===== src/rtl/cache_axi_arbiter_if.sv =====
// cache_axi_arbiter_if: icache/dcache request ports and bridge read/write channels of the arbiter.
// slave = arbiter view, master = cache/bridge environment view.
interface cache_axi_arbiter_if;
  logic         ic_rd_req;
  logic [2:0]   ic_rd_type;
  logic [31:0]  ic_rd_addr;
  logic         ic_rd_rdy;
  logic         ic_ret_valid;
  logic         ic_ret_last;
  logic [31:0]  ic_ret_data;
  logic         dc_rd_req;
  logic [2:0]   dc_rd_type;
  logic [31:0]  dc_rd_addr;
  logic         dc_rd_rdy;
  logic         dc_ret_valid;
  logic         dc_ret_last;
  logic [31:0]  dc_ret_data;
  logic         dc_wr_req;
  logic [2:0]   dc_wr_type;
  logic [31:0]  dc_wr_addr;
  logic [3:0]   dc_wr_wstrb;
  logic [127:0] dc_wr_data;
  logic         dc_wr_rdy;
  logic         rd_req;
  logic [2:0]   rd_type;
  logic [31:0]  rd_addr;
  logic         rd_rdy;
  logic         ret_valid;
  logic         ret_last;
  logic [31:0]  ret_data;
  logic         wr_req;
  logic [2:0]   wr_type;
  logic [31:0]  wr_addr;
  logic [3:0]   wr_wstrb;
  logic [127:0] wr_data;
  logic         wr_rdy;
  modport slave (
    input  ic_rd_req, ic_rd_type, ic_rd_addr,
    output ic_rd_rdy, ic_ret_valid, ic_ret_last, ic_ret_data,
    input  dc_rd_req, dc_rd_type, dc_rd_addr,
    output dc_rd_rdy, dc_ret_valid, dc_ret_last, dc_ret_data,
    input  dc_wr_req, dc_wr_type, dc_wr_addr, dc_wr_wstrb, dc_wr_data,
    output dc_wr_rdy,
    output rd_req, rd_type, rd_addr,
    input  rd_rdy, ret_valid, ret_last, ret_data,
    output wr_req, wr_type, wr_addr, wr_wstrb, wr_data,
    input  wr_rdy
  );
  modport master (
    output ic_rd_req, ic_rd_type, ic_rd_addr,
    input  ic_rd_rdy, ic_ret_valid, ic_ret_last, ic_ret_data,
    output dc_rd_req, dc_rd_type, dc_rd_addr,
    input  dc_rd_rdy, dc_ret_valid, dc_ret_last, dc_ret_data,
    output dc_wr_req, dc_wr_type, dc_wr_addr, dc_wr_wstrb, dc_wr_data,
    input  dc_wr_rdy,
    input  rd_req, rd_type, rd_addr,
    output rd_rdy, ret_valid, ret_last, ret_data,
    input  wr_req, wr_type, wr_addr, wr_wstrb, wr_data,
    output wr_rdy
  );
endinterface


===== src/rtl/cache_axi_arbiter.sv =====
// cache_axi_arbiter: shares the cache AXI bridge between icache and dcache with a 1-entry write buffer.
// Define ARB_ROUND_ROBIN_EN for round-robin read arbitration; default is fixed dcache > icache.
module cache_axi_arbiter #(
  parameter int LINE_OFS = 4
) (
  input logic                clk,
  input logic                resetn,
  cache_axi_arbiter_if.slave bus
);
  typedef enum logic [1:0] {R_IDLE, R_REQ, R_WAIT} r_state_t;
  typedef enum logic {W_EMPTY, W_FULL} w_state_t;
  r_state_t     r_state_q, r_state_d;
  w_state_t     w_state_q, w_state_d;
  logic         owner_q, owner_d;
  logic [2:0]   buf_type_q, buf_type_d;
  logic [31:0]  buf_addr_q, buf_addr_d;
  logic [3:0]   buf_wstrb_q, buf_wstrb_d;
  logic [127:0] buf_data_q, buf_data_d;
  logic         ic_elig, dc_elig, winner, grant;
`ifdef ARB_ROUND_ROBIN_EN
  logic         rr_ptr_q, rr_ptr_d;
`endif
  // owner 1 = dcache; a requester hitting the buffered write's line waits for the drain
  always_comb begin
    ic_elig = bus.ic_rd_req && !(w_state_q == W_FULL && bus.ic_rd_addr[31:LINE_OFS] == buf_addr_q[31:LINE_OFS]);
    dc_elig = bus.dc_rd_req && !(w_state_q == W_FULL && bus.dc_rd_addr[31:LINE_OFS] == buf_addr_q[31:LINE_OFS]);
    grant = r_state_q == R_IDLE && (ic_elig || dc_elig);
`ifdef ARB_ROUND_ROBIN_EN
    winner = ic_elig && dc_elig ? rr_ptr_q : dc_elig;
    rr_ptr_d = grant ? ~winner : rr_ptr_q;
`else
    winner = dc_elig;
`endif
    owner_d = grant ? winner : owner_q;
    r_state_d = r_state_q;
    if (grant) r_state_d = R_REQ;
    if (r_state_q == R_REQ && bus.rd_rdy) r_state_d = R_WAIT;
    if (r_state_q == R_WAIT && bus.ret_valid && bus.ret_last) r_state_d = R_IDLE;
  end
  always_comb begin
    w_state_d = w_state_q;
    buf_type_d = buf_type_q;
    buf_addr_d = buf_addr_q;
    buf_wstrb_d = buf_wstrb_q;
    buf_data_d = buf_data_q;
    if (w_state_q == W_EMPTY && bus.dc_wr_req) begin
      w_state_d = W_FULL;
      buf_type_d = bus.dc_wr_type;
      buf_addr_d = bus.dc_wr_addr;
      buf_wstrb_d = bus.dc_wr_wstrb;
      buf_data_d = bus.dc_wr_data;
    end
    if (w_state_q == W_FULL && bus.wr_rdy) w_state_d = W_EMPTY;
  end
  always_comb begin
    bus.rd_req = r_state_q == R_REQ;
    bus.rd_type = owner_q ? bus.dc_rd_type : bus.ic_rd_type;
    bus.rd_addr = owner_q ? bus.dc_rd_addr : bus.ic_rd_addr;
    bus.ic_rd_rdy = r_state_q == R_REQ && !owner_q && bus.rd_rdy;
    bus.dc_rd_rdy = r_state_q == R_REQ && owner_q && bus.rd_rdy;
    bus.ic_ret_valid = r_state_q == R_WAIT && !owner_q && bus.ret_valid;
    bus.dc_ret_valid = r_state_q == R_WAIT && owner_q && bus.ret_valid;
    bus.ic_ret_last = r_state_q == R_WAIT && !owner_q && bus.ret_last;
    bus.dc_ret_last = r_state_q == R_WAIT && owner_q && bus.ret_last;
    bus.ic_ret_data = bus.ret_data;
    bus.dc_ret_data = bus.ret_data;
    bus.dc_wr_rdy = w_state_q == W_EMPTY;
    bus.wr_req = w_state_q == W_FULL;
    bus.wr_type = buf_type_q;
    bus.wr_addr = buf_addr_q;
    bus.wr_wstrb = buf_wstrb_q;
    bus.wr_data = buf_data_q;
  end
  always_ff @(posedge clk) begin
    if (!resetn) begin
      r_state_q <= R_IDLE;
      w_state_q <= W_EMPTY;
      owner_q <= 1'b0;
`ifdef ARB_ROUND_ROBIN_EN
      rr_ptr_q <= 1'b0;
`endif
    end else begin
      r_state_q <= r_state_d;
      w_state_q <= w_state_d;
      owner_q <= owner_d;
`ifdef ARB_ROUND_ROBIN_EN
      rr_ptr_q <= rr_ptr_d;
`endif
    end
  end
  always_ff @(posedge clk) begin
    buf_type_q <= buf_type_d;
    buf_addr_q <= buf_addr_d;
    buf_wstrb_q <= buf_wstrb_d;
    buf_data_q <= buf_data_d;
  end
endmodule

===== src/flat_wrapper.sv =====
// flat-port wrapper written by rule: the top's interface ports become plain ports
module cache_axi_arbiter_flat 
#(
  parameter int LINE_OFS = 4
)
  (clk, resetn, bus_ic_rd_req, bus_ic_rd_type, bus_ic_rd_addr, bus_ic_rd_rdy, bus_ic_ret_valid, bus_ic_ret_last, bus_ic_ret_data, bus_dc_rd_req, bus_dc_rd_type, bus_dc_rd_addr, bus_dc_rd_rdy, bus_dc_ret_valid, bus_dc_ret_last, bus_dc_ret_data, bus_dc_wr_req, bus_dc_wr_type, bus_dc_wr_addr, bus_dc_wr_wstrb, bus_dc_wr_data, bus_dc_wr_rdy, bus_rd_req, bus_rd_type, bus_rd_addr, bus_rd_rdy, bus_ret_valid, bus_ret_last, bus_ret_data, bus_wr_req, bus_wr_type, bus_wr_addr, bus_wr_wstrb, bus_wr_data, bus_wr_rdy);
  cache_axi_arbiter_if bus_i ();
  input logic clk;
  input logic resetn;
  input wire logic [$bits(bus_i.ic_rd_req)-1:0] bus_ic_rd_req;
  input wire logic [$bits(bus_i.ic_rd_type)-1:0] bus_ic_rd_type;
  input wire logic [$bits(bus_i.ic_rd_addr)-1:0] bus_ic_rd_addr;
  output wire logic [$bits(bus_i.ic_rd_rdy)-1:0] bus_ic_rd_rdy;
  output wire logic [$bits(bus_i.ic_ret_valid)-1:0] bus_ic_ret_valid;
  output wire logic [$bits(bus_i.ic_ret_last)-1:0] bus_ic_ret_last;
  output wire logic [$bits(bus_i.ic_ret_data)-1:0] bus_ic_ret_data;
  input wire logic [$bits(bus_i.dc_rd_req)-1:0] bus_dc_rd_req;
  input wire logic [$bits(bus_i.dc_rd_type)-1:0] bus_dc_rd_type;
  input wire logic [$bits(bus_i.dc_rd_addr)-1:0] bus_dc_rd_addr;
  output wire logic [$bits(bus_i.dc_rd_rdy)-1:0] bus_dc_rd_rdy;
  output wire logic [$bits(bus_i.dc_ret_valid)-1:0] bus_dc_ret_valid;
  output wire logic [$bits(bus_i.dc_ret_last)-1:0] bus_dc_ret_last;
  output wire logic [$bits(bus_i.dc_ret_data)-1:0] bus_dc_ret_data;
  input wire logic [$bits(bus_i.dc_wr_req)-1:0] bus_dc_wr_req;
  input wire logic [$bits(bus_i.dc_wr_type)-1:0] bus_dc_wr_type;
  input wire logic [$bits(bus_i.dc_wr_addr)-1:0] bus_dc_wr_addr;
  input wire logic [$bits(bus_i.dc_wr_wstrb)-1:0] bus_dc_wr_wstrb;
  input wire logic [$bits(bus_i.dc_wr_data)-1:0] bus_dc_wr_data;
  output wire logic [$bits(bus_i.dc_wr_rdy)-1:0] bus_dc_wr_rdy;
  output wire logic [$bits(bus_i.rd_req)-1:0] bus_rd_req;
  output wire logic [$bits(bus_i.rd_type)-1:0] bus_rd_type;
  output wire logic [$bits(bus_i.rd_addr)-1:0] bus_rd_addr;
  input wire logic [$bits(bus_i.rd_rdy)-1:0] bus_rd_rdy;
  input wire logic [$bits(bus_i.ret_valid)-1:0] bus_ret_valid;
  input wire logic [$bits(bus_i.ret_last)-1:0] bus_ret_last;
  input wire logic [$bits(bus_i.ret_data)-1:0] bus_ret_data;
  output wire logic [$bits(bus_i.wr_req)-1:0] bus_wr_req;
  output wire logic [$bits(bus_i.wr_type)-1:0] bus_wr_type;
  output wire logic [$bits(bus_i.wr_addr)-1:0] bus_wr_addr;
  output wire logic [$bits(bus_i.wr_wstrb)-1:0] bus_wr_wstrb;
  output wire logic [$bits(bus_i.wr_data)-1:0] bus_wr_data;
  input wire logic [$bits(bus_i.wr_rdy)-1:0] bus_wr_rdy;
  assign bus_i.ic_rd_req = bus_ic_rd_req;
  assign bus_i.ic_rd_type = bus_ic_rd_type;
  assign bus_i.ic_rd_addr = bus_ic_rd_addr;
  assign bus_ic_rd_rdy = bus_i.ic_rd_rdy;
  assign bus_ic_ret_valid = bus_i.ic_ret_valid;
  assign bus_ic_ret_last = bus_i.ic_ret_last;
  assign bus_ic_ret_data = bus_i.ic_ret_data;
  assign bus_i.dc_rd_req = bus_dc_rd_req;
  assign bus_i.dc_rd_type = bus_dc_rd_type;
  assign bus_i.dc_rd_addr = bus_dc_rd_addr;
  assign bus_dc_rd_rdy = bus_i.dc_rd_rdy;
  assign bus_dc_ret_valid = bus_i.dc_ret_valid;
  assign bus_dc_ret_last = bus_i.dc_ret_last;
  assign bus_dc_ret_data = bus_i.dc_ret_data;
  assign bus_i.dc_wr_req = bus_dc_wr_req;
  assign bus_i.dc_wr_type = bus_dc_wr_type;
  assign bus_i.dc_wr_addr = bus_dc_wr_addr;
  assign bus_i.dc_wr_wstrb = bus_dc_wr_wstrb;
  assign bus_i.dc_wr_data = bus_dc_wr_data;
  assign bus_dc_wr_rdy = bus_i.dc_wr_rdy;
  assign bus_rd_req = bus_i.rd_req;
  assign bus_rd_type = bus_i.rd_type;
  assign bus_rd_addr = bus_i.rd_addr;
  assign bus_i.rd_rdy = bus_rd_rdy;
  assign bus_i.ret_valid = bus_ret_valid;
  assign bus_i.ret_last = bus_ret_last;
  assign bus_i.ret_data = bus_ret_data;
  assign bus_wr_req = bus_i.wr_req;
  assign bus_wr_type = bus_i.wr_type;
  assign bus_wr_addr = bus_i.wr_addr;
  assign bus_wr_wstrb = bus_i.wr_wstrb;
  assign bus_wr_data = bus_i.wr_data;
  assign bus_i.wr_rdy = bus_wr_rdy;
  cache_axi_arbiter #(.LINE_OFS(LINE_OFS)) u_core (.clk(clk), .resetn(resetn), .bus(bus_i));
endmodule

===== config.mk =====
export PLATFORM = sky130hd
export DESIGN_NAME = cache_axi_arbiter_flat
export DESIGN_NICKNAME = d
export VERILOG_FILES = /design/src/rtl/cache_axi_arbiter_if.sv /design/src/rtl/cache_axi_arbiter.sv /design/src/flat_wrapper.sv
export SDC_FILE = /design/constraint.sdc
export NUM_CORES = 1
export LEC_CHECK = 0
export ABC_AREA = 1
export ABC_CLOCK_PERIOD_IN_PS = 12000
export BUFFER_PORTS_ARGS = -buffer_cell sky130_fd_sc_hd__buf_4
export CAP_MARGIN = 20
export CELL_PAD_IN_SITES_DETAIL_PLACEMENT = 0
export CELL_PAD_IN_SITES_GLOBAL_PLACEMENT = 1
export CORE_AREA = 4 4 215 217
export CTS_CLUSTER_DIAMETER = 30
export CTS_CLUSTER_SIZE = 30
export DETAILED_ROUTE_END_ITERATION = 8
export DIE_AREA = 0 0 219 221
export PLACE_DENSITY = 0.48
export SETUP_SLACK_MARGIN = 0.1
export SYNTH_ARGS = -nofsm -noshare
export SYNTH_HDL_FRONTEND = slang
export SYNTH_SLANG_ARGS = --single-unit

===== constraint.sdc =====
create_clock -name clk -period 12 [get_ports clk]
set_input_delay 0.6 -clock clk [delete_from_list [all_inputs] [get_ports clk]]
set_output_delay 0.6 -clock clk [all_outputs]
set_load 0.02 [all_outputs]

==> reports/results.env, run 1 <==
CTSHTREEMAXLEVEL=4
AREA.SEQUENTIAL_SQ_MM=0.00510
COUNT_OF_DISTINCT_CELL_TYPES_IN_THE_SYNTHESIZED_NETLIST=23
SYNTH_NETS=875
ACCUMULATED_NEGATIVE_SETUP_SLACK_NS=0
CTSROOTBUFFERMASTER='sky130_fd_sc_hd__clkbuf_16'
DIE-WIDTH_MICRONS=219
PLACEMENT.IO_BUFFERS=456
YOSYSSEQAREASHARE=0.715
GRT_ANTENNA_BEFORE_REPAIR=10
FINAL_CELLS=1609
FINAL_SETUP_VIO_COUNT=0
FINISH.NET_COUNT=1281
CRITICAL_PATH.ENDPOINT_TYPE='output port'
CTS_SETUP_BUFFERS=0
DP_HPWL_MICRONS=28800
RESULT_OF_THE_RUN='completed'
WORST_CLOCK_SKEW_NS=0.0122
WORSTPATHREQUIRED_NS=11.40
TIMING.SETUP.CRITICAL_PATH_CLASS='reg2out'
WORSTSETUPSTARTPOINTTYPE='flop'
INITIAL_UTILIZATION=0.161
GRT_REMAINING_OVERFLOW=0
CRITICAL_PATH_PEAK_FANOUT=53
BOUNDARYPINS=553
SYNTHESIS.INSTANCES=597
VIAS=5645
NUMBER_OF_BUFFERS_CREATED_BY_CTS=17
CTS-RESIZED-GATES=0
DETAILEDROUTE.FIRSTITERATIONVIOLATIONS=249
CLKLATENCYLATEPIN_NS=0.48
ARRIVAL_NS=2.38
GRT_PASS1_VIAS=6030
TRITONCTS='done'
FINAL_MAX_SLEW_VIOL_COUNT=0
FINAL.PERIOD_UTILIZATION=0.248
FILLER_CELL_COUNT=4766
VIAS_PER_CELL=3.51
CTS_MAX_PATH_BUFFERS=2
FINALHOLDVIOLATIONS=0
GRT_START_MAX_NET_PINS=75
POSTSYNTHREGISTERBITS=171
CELLPOWERDENSITY_mW_PER_MM2=141
CLK_PIN_SLEW_NS=0.08
MAX_SLEW.WORST_PIN.SLEW_NS=1.05
POSTPLACECELLAREA_SQ_MM=0.0108
POST_SYNTH_EDFFS=167
DRT_FIRST_PASS_ITERS=4
PLACE_CONGESTION=0.848
HOLDCRITPATHCLASS='in2reg'
PLACEMENT_ROWS=77
CORE-AREA_SQ_MM=0.0441
DETAIL_ROUTE.WIRELENGTH_MICRONS=34000
FINISH.INSTANCE_AREA_SQ_MM=0.0114
GRT_UTIL_ALL_LAYERS=0.139
CTSHOLDBUFFERS=0
DIE_Y_MICRONS=221
POWER_LEAKAGE_nW=5.13
TIMING.MAX_CAP.VIOLATIONS=0
MAX_FREQ_MHz=336
SYNTH.YOSYS.WARNINGS=0
TIMING.HOLD.WORST_ENDPOINT='u_core.bus.wr_data[49]'
RSZ0062_AT_GRT='no'
HOLD-PATH-CELL-COUNT=1
CTS_SINKS=171
TOTAL_DIE_AREA_SQ_MM=0.0484
P_TOTAL_W=0.00161
FINALHOLDWORSTSLACK_NS=0.292
IR_DROP_V=0.000113
MULTI_INPUT_AREA_SQ_MM=0.00122
NUMPLACEDINSTANCES=1576
LAYOUT_MIN_CYCLE_TIME_NS=2.98
CRITICAL_PATH.REG2REG.ENDPOINT='u_core.bus.wr_addr[28]'
MAX-SLEW-MARGIN-REL=0.299
WORSTREG2REGSTART='u_core.bus.wr_req'
YOSYS_MOST_USED_DFF='sky130_fd_sc_hd__edfxtp_1'
SYN_AREA_PER_CELL_SQ_UM=11.9
GRT_PASS1_WL_MICRONS=46200
ROUTED_WIRE_LENGTH_PER_INSTANCE_MICRONS=21.2
AREA_ADDED_BETWEEN_SYNTHESIS_AND_FINISH_PCT=60.3
WORST-R2R-CELL-COUNT=2
ANTENNA_LEFT=0
POSTSYNTH.ASYNCRESETSHARE=0
FF_TO_FF_SETUP_SLACK_NS=9.47
WORSTHOLDSTART='bus_dc_wr_data[49]'
FRACTION_OF_FINAL_LAYOUT_CELLS_WITH_DRIVE_STRENGTH_GREATER_THAN_1=0.501
DRT_DRC_VIOLATIONS_LEFT=0
SYN-CELL-AREA_SQ_MM=0.00712
## cell families (layout without fill, tap and decap cells)
group / count (synthesis) / in the layout / synth area share
AOI/OAI and AO/OA: 34 / 34 / 0.0256
xor gates and xnor gates: 16 / 16 / 0.0197
buffers and inverters: 151 / 570 / 0.114
DFF: 171 / 171 / 0.715
other: 0 / 1 / 0
and+or+nand+nor: 225 / 225 / 0.125
## sequential cells by signal, summed over array words and instances, names as in the netlist
register	count
u_core.owner_q	1
u_core.bus.wr_wstrb	4
u_core.bus.wr_addr	32
u_core.bus.wr_data	128
u_core.r_state_q	2
u_core.bus.wr_type	3
u_core.bus.wr_req	1
## worst max path at each step
stage	startpoint	endpoint	slack (ns)	cells past startpoint
2_1_floorplan	bus_dc_wr_req	u_core.bus.wr_addr[0]	3.65	2
3_3_place_gp	bus_dc_wr_req	u_core.bus.wr_data[10]	9.16	4
3_5_place_dp	bus_dc_wr_req	u_core.bus.wr_data[120]	9.11	4
4_1_cts	u_core.owner_q	bus_rd_addr[30]	8.85	4
5_1_grt	u_core.owner_q	bus_rd_addr[29]	8.71	5
6_report	u_core.owner_q	bus_rd_addr[30]	9.02	4
## per-layer routing
layer / vias to the layer above / wire, microns / GRT usage
met5: - / 142 / 0
met4: 18 / 1360 / 0.0650
met3: 95 / 4400 / 0.0878
met2: 296 / 17600 / 0.248
met1: 2537 / 10500 / 0.122
li1: 2699 / - / -
## where the power goes
part	internal [W]	switching [W]	leakage, nW	total (W)
logic	0.000130	0.000172	3.20	0.000302
clock network	0.000315	0.000274	0.294	0.000589
registers	0.000701	0.0000166	1.64	0.000717
total	0.00115	0.000463	5.13	0.00161
## synth_stat cells, types with 2 or more instances
| cell type | instances | area (sq um) |
|---|---|---|
| sky130_fd_sc_hd__dfxtp_1 | 4 | 80.1 |
| sky130_fd_sc_hd__nand3_1 | 4 | 20.0 |
| sky130_fd_sc_hd__inv_2 | 8 | 30.0 |
| sky130_fd_sc_hd__nand4_1 | 7 | 43.8 |
| sky130_fd_sc_hd__nor3_2 | 2 | 20.0 |
| sky130_fd_sc_hd__edfxtp_1 | 167 | 5010 |
| sky130_fd_sc_hd__nand2_1 | 168 | 631 |
| sky130_fd_sc_hd__xnor2_1 | 14 | 123 |
| sky130_fd_sc_hd__clkbuf_1 | 6 | 22.5 |
| sky130_fd_sc_hd__xor2_1 | 2 | 17.5 |
| sky130_fd_sc_hd__nand2_2 | 4 | 25.0 |
| sky130_fd_sc_hd__o21ai_0 | 28 | 140 |
| sky130_fd_sc_hd__buf_4 | 65 | 488 |
| sky130_fd_sc_hd__inv_1 | 71 | 267 |
| sky130_fd_sc_hd__a21oi_1 | 2 | 10.0 |
| sky130_fd_sc_hd__nor2_1 | 38 | 143 |
## layout by cell type, fill, tap and decap left out, drive strengths merged
cell type and instances:
buf 459, nand2 172, edfxtp 167, inv 84, nor2 39, o21ai 29
clkbuf 17, xnor2 14, nand4 7, clkinv 6, nand3 4, dfxtp 4
nor3 3, a21oi 3, xor2 2, bufinv 2, clkinvlp 2, diode 1
a21boi 1, o21a 1
## cell type report
cell class / count / area share
Multi-Input combinational cell: 275 / 0.107
Clock inverter: 15 / 0.0164
Tap cell: 592 / 0.0649
Antenna cell: 1 / 0.000219
Inverter: 79 / 0.0260
Timing Repair Buffer: 459 / 0.302
Clock buffer: 17 / 0.0373
Sequential cell: 171 / 0.446
## critical path, cell delays in order (launching register included)
cell and delay [ns]:
sky130_fd_sc_hd__dfxtp_2 0.32, sky130_fd_sc_hd__buf_4 0.48, sky130_fd_sc_hd__inv_1 0.59, sky130_fd_sc_hd__o21ai_0 0.33
sky130_fd_sc_hd__buf_4 0.18
## stage by stage
| stage | worst slack, ns | util |
|---|---|---|
| 2_1_floorplan | 3.65 | - |
| 3_3_place_gp | 9.16 | 0.245 |
| 3_5_place_dp | 9.11 | 0.245 |
| 4_1_cts | 8.85 | 0.259 |
| 5_1_grt | 8.71 | 0.259 |
| 6_report | 9.02 | 0.259 |
(Power assumes the default switching activity.)
==> run 2: changes to the inputs <==
--- a/config.mk
+++ b/config.mk
@@ -6,7 +6,7 @@
 export NUM_CORES = 1
 export LEC_CHECK = 0
 export ABC_AREA = 1
-export ABC_CLOCK_PERIOD_IN_PS = 12000
+export ABC_CLOCK_PERIOD_IN_PS = 2500
 export BUFFER_PORTS_ARGS = -buffer_cell sky130_fd_sc_hd__buf_4
 export CAP_MARGIN = 20
 export CELL_PAD_IN_SITES_DETAIL_PLACEMENT = 0
@@ -16,7 +16,7 @@
 export CTS_CLUSTER_SIZE = 30
 export DETAILED_ROUTE_END_ITERATION = 8
 export DIE_AREA = 0 0 219 221
-export PLACE_DENSITY = 0.48
+export PLACE_DENSITY = 0.49
 export SETUP_SLACK_MARGIN = 0.1
 export SYNTH_ARGS = -nofsm -noshare
 export SYNTH_HDL_FRONTEND = slang
==> constraint.sdc (replaced) <==
create_clock -name clk -period 2.5 [get_ports clk]
set_input_delay 0.125 -clock clk [delete_from_list [all_inputs] [get_ports clk]]
set_output_delay 0.125 -clock clk [all_outputs]
set_load 0.02 [all_outputs]
==> reports/results.env, run 2 (same netlist as run 1, synthesis figures left out) <==
TOPROUTINGLAYERUSED='met5'
IR_DROP_V=0.000676  # +500%
DRT_FIRST_PASS_ITERS=4  # unchanged
RSZ0062_AT_GRT='no'
FINISH.NET_COUNT=1457  # +14%
FINISH.INSTANCE_AREA_SQ_MM=0.0132  # +16%
FINAL_CELLS=1789  # +11%
CELLPOWERDENSITY_mW_PER_MM2=602  # +330%
DETAILEDROUTE.FIRSTITERATIONVIOLATIONS=212  # -15%
DP_HPWL_MICRONS=30200  # +4.9%
ROUTED_WIRE_LENGTH_PER_INSTANCE_MICRONS=20.6  # -2.6%
LAYOUT_SETUP_WS_NS=0.458  # -8.56 ns
CTSROOTBUFFERMASTER='sky130_fd_sc_hd__clkbuf_16'
FF_TO_FF_SETUP_SLACK_NS=0.51  # -8.96 ns
FINALHOLDVIOLATIONS=0  # unchanged
PLACEMENT_ROWS=77  # unchanged
WORSTHOLDSTART='bus_ic_rd_req'
RESULT_OF_THE_RUN='completed'
TRITONCTS='done'
FRACTION_OF_FINAL_LAYOUT_CELLS_WITH_DRIVE_STRENGTH_GREATER_THAN_1=0.430  # -0.0706
ARRIVAL_NS=1.92  # -0.46 ns
TIMING.MAX_CAP.VIOLATIONS=0  # unchanged
MAX_FREQ_MHz=490
CRITICAL_PATH.REG2REG.ENDPOINT='u_core.r_state_q[1]'
LAYOUT_MIN_CYCLE_TIME_NS=2.04
LARGEST_REGISTER_FFS=128  # unchanged
GRT_START_MAX_NET_PINS=53  # -29%
CTS_MAX_PATH_BUFFERS=2  # unchanged
GRT_PASS1_WL_MICRONS=50600  # +9.7%
VIAS=6407  # +13%
FINAL_MAX_SLEW_VIOL_COUNT=0  # unchanged
TOTAL_DIE_AREA_SQ_MM=0.0484  # unchanged
GRT_PASS1_VIAS=7099  # +18%
CTS-RESIZED-GATES=0  # unchanged
CRITICAL_PATH_PEAK_FANOUT=23  # -57%
MOSTFREQUENTLAYOUTCELLS='458 x sky130_fd_sc_hd__buf_4, 174 x sky130_fd_sc_hd__dlygate4sd3_1, 168 x sky130_fd_sc_hd__nand2_1'
CLKLATENCYLATEPIN_NS=0.48  # about the same
MAX-SLEW-MARGIN-REL=0.429  # +0.130
MAX_SLEW.WORST_PIN.SLEW_NS=0.855  # -0.193 ns
MULTI_INPUT_AREA_SQ_MM=0.00122  # unchanged
MET2ROUTEDLENGTH_MICRONS=18900  # +7.5%
GRT_UTIL_ALL_LAYERS=0.150  # +0.0111
P_TOTAL_W=0.00796  # +390%
VIAS_PER_CELL=3.58  # +2.1%
CRITICAL_PATH.ENDPOINT_TYPE='output port'
UTILIZATION=0.300  # +0.0408
HOLD-PATH-CELL-COUNT=6  # +5
WL_MET1_MICRONS=12400  # +18%
INITIAL_UTILIZATION=0.161  # unchanged
WORSTREG2REGSTART='u_core.r_state_q[1]'
DETAIL_ROUTE.WIRELENGTH_MICRONS=36900  # +8.3%
MET3ROUTEDLENGTH_MICRONS=3050  # -31%
CTS_SETUP_BUFFERS=0  # unchanged
DP_WORST_SETUP_SLACK_NS=0.696  # -8.41 ns
BOUNDARYPINS=553  # unchanged
NUMBER_OF_BUFFERS_CREATED_BY_CTS=17  # unchanged
NUMPLACEDINSTANCES=1578  # +0.13%
TIMING.SETUP.CRITICAL_PATH_CLASS='reg2out'
WORSTPATHREQUIRED_NS=2.38  # -9.02 ns
DRT_DRC_VIOLATIONS_LEFT=0  # unchanged
TIMING.HOLD.WORST_ENDPOINT='u_core.owner_q'
POWER_LEAKAGE_nW=5.87  # +15%
CLK_PIN_SLEW_NS=0.07  # about the same
HOLDCRITPATHCLASS='in2reg'
CORE-AREA_SQ_MM=0.0441  # unchanged
CTS_SINKS=171  # unchanged
PLACE_CONGESTION=0.868  # +2.3%
MOSTFREQUENTLAYOUTCELL='sky130_fd_sc_hd__buf_4'
FINAL.PERIOD_UTILIZATION=0.817
ANTENNA_LEFT=0  # unchanged
GRT_REMAINING_OVERFLOW=0  # unchanged
CTSHTREEMAXLEVEL=4  # unchanged
WORSTSETUPSTARTPOINTTYPE='flop'
DIE-WIDTH_MICRONS=219  # unchanged
POSTPLACECELLAREA_SQ_MM=0.0109  # +0.52%
FILLER_CELL_COUNT=4550  # -4.5%
CTSHOLDBUFFERS=174  # +174
FINAL_SETUP_VIO_COUNT=0  # unchanged
WORST_CLOCK_SKEW_NS=0.00974  # -0.00246 ns
PLACEMENT.IO_BUFFERS=456  # unchanged
AREA.SEQUENTIAL_SQ_MM=0.00510  # about the same
AREA_ADDED_BETWEEN_SYNTHESIS_AND_FINISH_PCT=85.6
GRT_ANTENNA_BEFORE_REPAIR=8  # -2
WORST-R2R-CELL-COUNT=7  # +5
DIE_Y_MICRONS=221  # unchanged
run 2: cell types whose count changed in the layout (fill, tap and decap cells not counted):
cell,delta
sky130_fd_sc_hd__dlygate4sd3_1,+174
sky130_fd_sc_hd__diode_2,+4
sky130_fd_sc_hd__buf_12,+3
sky130_fd_sc_hd__inv_6,+2
sky130_fd_sc_hd__buf_4,-1
sky130_fd_sc_hd__bufinv_16,-1
sky130_fd_sc_hd__clkinv_1,-1
sky130_fd_sc_hd__clkinv_4,-1
sky130_fd_sc_hd__clkinv_8,+1
sky130_fd_sc_hd__dfxtp_1,-1
sky130_fd_sc_hd__dfxtp_4,+1
run 2: layer usage:
layer  global-route usage  vias up
li1                     -     3060
met1                0.141     2893
met2                0.270      333
met3               0.0579      117
met4               0.0977        4
met5                    0        -
run 2: worst max-delay path, cell delays in order (launching register included):
cell                      delay [ns]
sky130_fd_sc_hd__dfxtp_2        0.32
sky130_fd_sc_hd__inv_1          0.61
sky130_fd_sc_hd__o21ai_0        0.28
sky130_fd_sc_hd__buf_4          0.22
run 2: where the power goes:
part / switching (W) / internal, W
Clock: 0.00136 / 0.00143
Sequential: 0.0000821 / 0.00336
Combinational: 0.000909 / 0.000816
run 2: worst max path at each step:
| stage | from | to | slack, ns | depth (start not counted) |
|---|---|---|---|---|
| after global placement | u_core.bus.wr_addr[24] | u_core.r_state_q[0] | 0.65 | 10 |
| final | u_core.owner_q | bus_rd_addr[29] | 0.46 | 3 |
| after CTS | u_core.owner_q | bus_rd_addr[29] | 0.30 | 3 |
| after detailed placement | u_core.bus.wr_addr[24] | u_core.r_state_q[0] | 0.70 | 10 |
| after global routing | u_core.owner_q | bus_rd_addr[29] | 0.24 | 3 |
| after floorplan | u_core.bus.wr_req | u_core.bus.wr_addr[0] | -0.76 | 1 |
run 2: through the flow:
| step | hold slack [ns] | setup TNS (ns) |
|---|---|---|
| 2_1_floorplan | 0.224 | -127.98 |
| 3_3_place_gp | 0.250 | 0 |
| 3_5_place_dp | 0.250 | 0 |
| 4_1_cts | 0.103 | 0 |
| 5_1_grt | 0.131 | 0 |
| 6_report | 0.140 | 0 |
run 2: cell type report:
type	count	area share
multi-input combinational	275	0.0926
sequential	171	0.386
clock inverter	15	0.0135
tap	592	0.0560
clock buffer	17	0.0322
antenna	5	0.000947
inverter	79	0.0224
timing repair buffer	635	0.396
